<file path="config.mk">
export PLATFORM = sky130hd
export DESIGN_NAME = vscodec_ctrl_seq
export DESIGN_NICKNAME = d
export VERILOG_FILES = /design/src/rtl/vscodec_ctrl_seq.sv
export SDC_FILE = /design/constraint.sdc
export NUM_CORES = 1
export LEC_CHECK = 0
export CAP_MARGIN = 30
export CELL_PAD_IN_SITES_DETAIL_PLACEMENT = 0
export CELL_PAD_IN_SITES_GLOBAL_PLACEMENT = 1
export CORE_MARGIN = 5
export CORE_UTILIZATION = 41
export DETAILED_ROUTE_END_ITERATION = 6
export PLACE_DENSITY = 0.84
export SLEW_MARGIN = 20
export SYNTH_ARGS = -nofsm -noshare
export SYNTH_HDL_FRONTEND = slang
export SYNTH_SLANG_ARGS = --single-unit
</file>
<file path="constraint.sdc">
create_clock -name clk -period 8.3 [get_ports clk]
set_input_delay 0.83 -clock clk [delete_from_list [all_inputs] [get_ports clk]]
set_output_delay 0.83 -clock clk [all_outputs]
set_load 0.02 [all_outputs]
</file>
<file path="src/rtl/vscodec_ctrl_seq.sv">
// vscodec_ctrl_seq: command sequencer driving the codec control lines through an Avalon PIO.
// The PIO carries the codec's active-low xRESET (bit0), xCS (bit1) and xDCS (bit2); the
// data register sits at addr 0, the bit-set register at addr 4 and the bit-clear register
// at addr 5.
//
// Ports:
//   clk, reset_n           clock, synchronous active-low reset
//   cmd_valid/cmd_op       command request; op 00 HW_RESET, 01 SEL_SCI, 10 SEL_SDI, 11 DESELECT
//   cmd_ready              high only when idle (command accepted on cmd_valid && cmd_ready)
//   busy                   command in progress
//   done / err             one-cycle completion / DREQ-timeout pulses
//   dreq                   codec DREQ (asynchronous, synchronized internally)
//   pio_*                  Avalon write master towards the codec PIO
module vscodec_ctrl_seq #(
  parameter int unsigned RESET_LOW_CYCLES = 1000,
  parameter int unsigned DREQ_TIMEOUT     = 65535
) (
  input  logic        clk,
  input  logic        reset_n,
  input  logic        cmd_valid,
  input  logic [1:0]  cmd_op,
  output logic        cmd_ready,
  output logic        busy,
  output logic        done,
  output logic        err,
  input  logic        dreq,
  output logic [2:0]  pio_address,
  output logic        pio_chipselect,
  output logic        pio_write_n,
  output logic [31:0] pio_writedata
);

  localparam logic [1:0] OpHwReset  = 2'b00;
  localparam logic [1:0] OpSelSci   = 2'b01;
  localparam logic [1:0] OpDeselect = 2'b11;

  // One counter serves both the reset hold and the DREQ wait, so size it for the larger.
  localparam int unsigned CntMax = (RESET_LOW_CYCLES > DREQ_TIMEOUT) ?
                                   RESET_LOW_CYCLES : DREQ_TIMEOUT;
  localparam int unsigned CntW   = $clog2(CntMax + 2);

  typedef enum logic [2:0] {
    StIdle,
    StWr,
    StHold,
    StWaitDreq,
    StFin
  } state_e;

  state_e          state_q;
  logic [1:0]      op_q;
  logic            rel_q;       // current HW_RESET write is the release write
  logic [CntW-1:0] cnt_q;
  logic            done_q;
  logic            err_q;
  logic            pio_cs_q;
  logic [2:0]      pio_addr_q;
  logic [2:0]      pio_data_q;
  logic            dreq_s1_q;
  logic            dreq_s2_q;

  logic [31:0]     cnt_ext;
  logic [CntW-1:0] cnt_inc;

  assign cnt_ext = 32'(cnt_q);
  // Saturating increment: the counter holds at all-ones rather than wrapping.
  assign cnt_inc = (cnt_q == '1) ? cnt_q : cnt_q + 1'b1;

  // Two-flop synchronizer; only dreq_s2_q is used by the sequencer.
  always_ff @(posedge clk) begin
    if (!reset_n) begin
      dreq_s1_q <= 1'b0;
      dreq_s2_q <= 1'b0;
    end else begin
      dreq_s1_q <= dreq;
      dreq_s2_q <= dreq_s1_q;
    end
  end

  // Sequencer with registered outputs. The pulse/write registers default to idle every cycle
  // and are set only on the transition into the cycle that must show them.
  always_ff @(posedge clk) begin
    if (!reset_n) begin
      state_q    <= StIdle;
      op_q       <= 2'b00;
      rel_q      <= 1'b0;
      cnt_q      <= '0;
      done_q     <= 1'b0;
      err_q      <= 1'b0;
      pio_cs_q   <= 1'b0;
      pio_addr_q <= 3'd0;
      pio_data_q <= 3'd0;
    end else begin
      done_q     <= 1'b0;
      err_q      <= 1'b0;
      pio_cs_q   <= 1'b0;
      pio_addr_q <= 3'd0;
      pio_data_q <= 3'd0;
      unique case (state_q)
        StIdle: begin
          if (cmd_valid) begin
            op_q  <= cmd_op;
            rel_q <= 1'b0;
            cnt_q <= '0;
            if (cmd_op == OpHwReset) begin
              // Assert xRESET via the clear register.
              state_q    <= StWr;
              pio_cs_q   <= 1'b1;
              pio_addr_q <= 3'd5;
              pio_data_q <= 3'b001;
            end else if (cmd_op == OpDeselect) begin
              // Raise xCS and xDCS via the set register.
              state_q    <= StWr;
              pio_cs_q   <= 1'b1;
              pio_addr_q <= 3'd4;
              pio_data_q <= 3'b110;
            end else begin
              state_q <= StWaitDreq;
            end
          end
        end
        StWr: begin
          if (op_q == OpHwReset && !rel_q) begin
            cnt_q <= '0;
            if (RESET_LOW_CYCLES == 0) begin
              state_q    <= StWr;
              rel_q      <= 1'b1;
              pio_cs_q   <= 1'b1;
              pio_addr_q <= 3'd4;
              pio_data_q <= 3'b111;
            end else begin
              state_q <= StHold;
            end
          end else if (op_q == OpHwReset) begin
            state_q <= StWaitDreq;
            cnt_q   <= '0;
          end else begin
            state_q <= StFin;
            done_q  <= 1'b1;
          end
        end
        StHold: begin
          if (cnt_ext + 32'd1 >= RESET_LOW_CYCLES) begin
            // Release reset and leave both selects deasserted.
            state_q    <= StWr;
            rel_q      <= 1'b1;
            pio_cs_q   <= 1'b1;
            pio_addr_q <= 3'd4;
            pio_data_q <= 3'b111;
          end else begin
            cnt_q <= cnt_inc;
          end
        end
        StWaitDreq: begin
          // DREQ is tested before the timeout so a ready codec wins even on the last cycle.
          if (dreq_s2_q) begin
            if (op_q == OpHwReset) begin
              state_q <= StFin;
              done_q  <= 1'b1;
            end else begin
              // Full data write: exactly one of xCS/xDCS low.
              state_q    <= StWr;
              pio_cs_q   <= 1'b1;
              pio_addr_q <= 3'd0;
              pio_data_q <= (op_q == OpSelSci) ? 3'b101 : 3'b011;
            end
          end else if (cnt_ext + 32'd1 >= DREQ_TIMEOUT) begin
            state_q <= StFin;
            err_q   <= 1'b1;
          end else begin
            cnt_q <= cnt_inc;
          end
        end
        StFin: begin
          state_q <= StIdle;
        end
        default: begin
          state_q <= StIdle;
        end
      endcase
    end
  end

  assign cmd_ready      = (state_q == StIdle);
  assign busy           = (state_q != StIdle);
  assign done           = done_q;
  assign err            = err_q;
  assign pio_chipselect = pio_cs_q;
  assign pio_write_n    = ~pio_cs_q;
  assign pio_address    = pio_addr_q;
  assign pio_writedata  = {29'd0, pio_data_q};

endmodule

</file>
==> results.cfg <==
[cells_and_area]
regArea_sq_um = 661
layout.nets = 309
finish.utilization = 0.448
fillers = 572
num_antenna_cells = 0
final_cells = 370
syn_to_final_growth_pct = 5.20
drive_gt1_frac = 0.0839
multi_input_area_sq_um = 1430

[sta]
setup_violations = 0
final_max_slew_viol_count = 0
fin_crit_sh = 0.431
maxSlewHeadroom = 0.526
whs_ns = 0.455
hold_viol_final = 0
fin_tns_setup_ns = 0
max_freq_ghz = 0.280
layout_min_cycle_time_ns = 3.57
rsz0062_at_grt = no
tightest_slew_ns = 0.708
fin_worst_skew_ns = 0.00834

[synthesis]
synth_edf_count = 0
syn_avg_cell_area_sq_um = 8.02
yosysSeqAreaShare = 0.280
synth_top_area_frac = 0.280
synthCells = 294
yosys_warnings = 0
synth_seq_cells = 33
syn_area_sq_um = 2360
ys_types = 62
synth_top_cells_by_area = dfxtp_1 (28%), buf_4 (11%), nand2_1 (4.0%)
async_flop_share = 0
yosys.area.top_type = dfxtp_1
synth_flop_cell = dfxtp_1

[critical_path]
cp_data_arrival_time_ns = 3.77
cp-start-kind = flip-flop
crit_path_end_kind = flip-flop
critPathMaxFanout = 17
startpoint = cnt_q[1]
required_ns = 8.50
r2r_start = cnt_q[1]
reg2reg_to = cnt_q[7]
cp_slowest_stage_delay_ns = 0.54
worst_path_most_repeated_cell = ha_1
critPathSlowestCell = nor4_1
reg2reg_depth = 11
setup.worst_path.class = flip-flop to flip-flop
r2r_setup_slack_ns = 4.73
worstPathCellList = ha_1, nand2_2, nor4_1, nand3_1, nor2_1, ha_1, a21oi_1, a21boi_2, mux2_4, nand2_1, o31ai_1

[grt]
grt_max_degree = 18
grt_pass1_wl_um = 9120
grt_pass1_vias = 1849
grt_overflow = 0
grt_usage = 0.153
antenna_found_initial = 0

[pwr]
power_w = 0.000506
ir_drop_v = 0.000130
p_leak_nw = 0.881
cellPowerDensity_nw_per_um2 = 204

[drt]
drt_iter0_markers = 132
finalWirelength_um = 5540
post_drt_wl_per_cell_um = 15.0
drc_errors = 0
ant_nets = 0
via_per_inst = 5.61
dr_total_vias = 2075
drt-pass1-iter-count = 4

[clock_network]
cts_sinks = 33
htreeDepth = 2
clk-insertion-delay-late_ns = 0.29
cts_made_buffers = 5
clockBufferDepth = 2
path_clk_slew_ns = 0.07
cts-root-buf = clkbuf_8
cts_hold_buf = 0
post_cts_buffers = 0
ctsResizeCount = 0
tritoncts = done

[place]
place_inst = 362
place_congestion = 0.863
io_buffers = 16
dp_hpwl_um = 4110

[job]
drv_cap = 0

[worst_hold_path]
min_path_type = flip-flop to flip-flop
holdPathStages = 1
worstHoldEndpoint = dreq_s2_q
hold_start = dreq_s1_q

[die]
core_area_sq_um = 5540
dieArea_sq_um = 7370
rows = 27
chipWidth_um = 85.8
start_util = 0.426
num_io_pins = 47
die_height_um = 85.8

[run_status]
status = finished clean
-- cell type report --
cell class	instances	area share
well taps	72	0.0363
flip-flops and latches	33	0.266
clock inverters	1	0.00303
multi-input cells	229	0.576
inverters	12	0.0182
clock buffers	6	0.0333
repair buffers	17	0.0666
-- stage by stage --
stage / setup WS, ns / area (sq um)
4_1_cts: 4.79 / 2480
2_1_floorplan: 5.48 / 2470
6_report: 4.73 / 2480
3_5_place_dp: 4.82 / 2390
5_1_grt: 4.36 / 2480
3_3_place_gp: 4.93 / 2390
-- how the worst max path moves through the flow --
stage,cells past startpoint,slack (ns),end
2_1_floorplan,11,5.48,cnt_q[9]
3_3_place_gp,11,4.93,cnt_q[13]
3_5_place_dp,11,4.82,cnt_q[7]
4_1_cts,11,4.79,cnt_q[7]
5_1_grt,11,4.36,cnt_q[14]
6_report,11,4.73,cnt_q[7]
-- logic make-up after synthesis --
family          after synthesis  share of synthesized area
simple gates                114                      0.275
compound gates               70                      0.209
other cells                   1                    0.00159
fa+ha+maj                     5                     0.0265
mux                           5                     0.0292
buf+inv                      61                      0.160
xor+xnor                      5                     0.0186
flops                        33                      0.280
-- worst max-delay path, delay by kind of cell (launching register included) --
kind	cells	cell delay, ns
multiplexers	1	0.34
AND/OR/NAND/NOR	5	1.23
flip-flops	1	0.49
AO/OA/AOI/OAI	3	0.73
adder cells (fa/ha/maj)	2	0.68
-- cell usage in the layout, fill, tap and decap left out, drive strengths merged, types with 2 or more instances in the layout --
cell,Yosys,layout
a211oi,2,2
a21o,5,5
a21oi,16,16
a31oi,14,14
and2,8,8
and3,5,5
clkbuf,8,7
clkdlybuf4s50,0,16
conb,1,30
dfxtp,33,33
ha,5,5
inv,12,12
mux2,2,2
mux2i,3,3
nand2,27,27
nand2b,4,4
nand3,15,15
nand3b,3,3
nand4,5,5
nand4b,3,3
nor2,13,13
nor2b,6,6
nor3,9,9
nor4,6,6
o211ai,4,4
o21ai,6,6
o221ai,2,2
o22ai,4,4
o31ai,2,2
or2,2,2
or3,5,5
or4,2,2
xnor2,4,4
-- registers in the layout, summed over array words and instances, names as in the netlist --
name and flops:
dreq_s2_q 1, pio_data_q 3, state_q 3, pio_address 2, dreq_s1_q 1, op_q 2, err 1, done 1
rel_q 1, pio_chipselect 1, cnt_q 17
-- power by group --
group	total [W]	switching, W	internal, W	leakage [nW]
clock network	0.000125	0.0000593	0.0000655	0.0433
logic	0.000180	0.000113	0.0000677	0.570
registers	0.000201	0.0000289	0.000172	0.267
-- cell usage after synthesis, types with 5 or more instances --
cell,instances
a21o_1,5
a21oi_1,16
a31oi_1,14
and2_1,7
buf_4,36
clkbuf_1,8
dfxtp_1,33
ha_1,5
inv_1,12
nand2_1,25
nand3_1,14
nor2_1,13
nor2b_1,6
nor3_1,8
nor4_1,6
o21ai_0,6
or3_1,5
-- per-layer routing --
metal,up-vias,share of wire,GRT usage
met1,946,0.46,0.215
li1,1016,-,-
met4,0,0.033,0.0662
met2,92,0.44,0.229
met3,21,0.071,0.0259
met5,-,0,0
(Power assumes the default switching activity.)
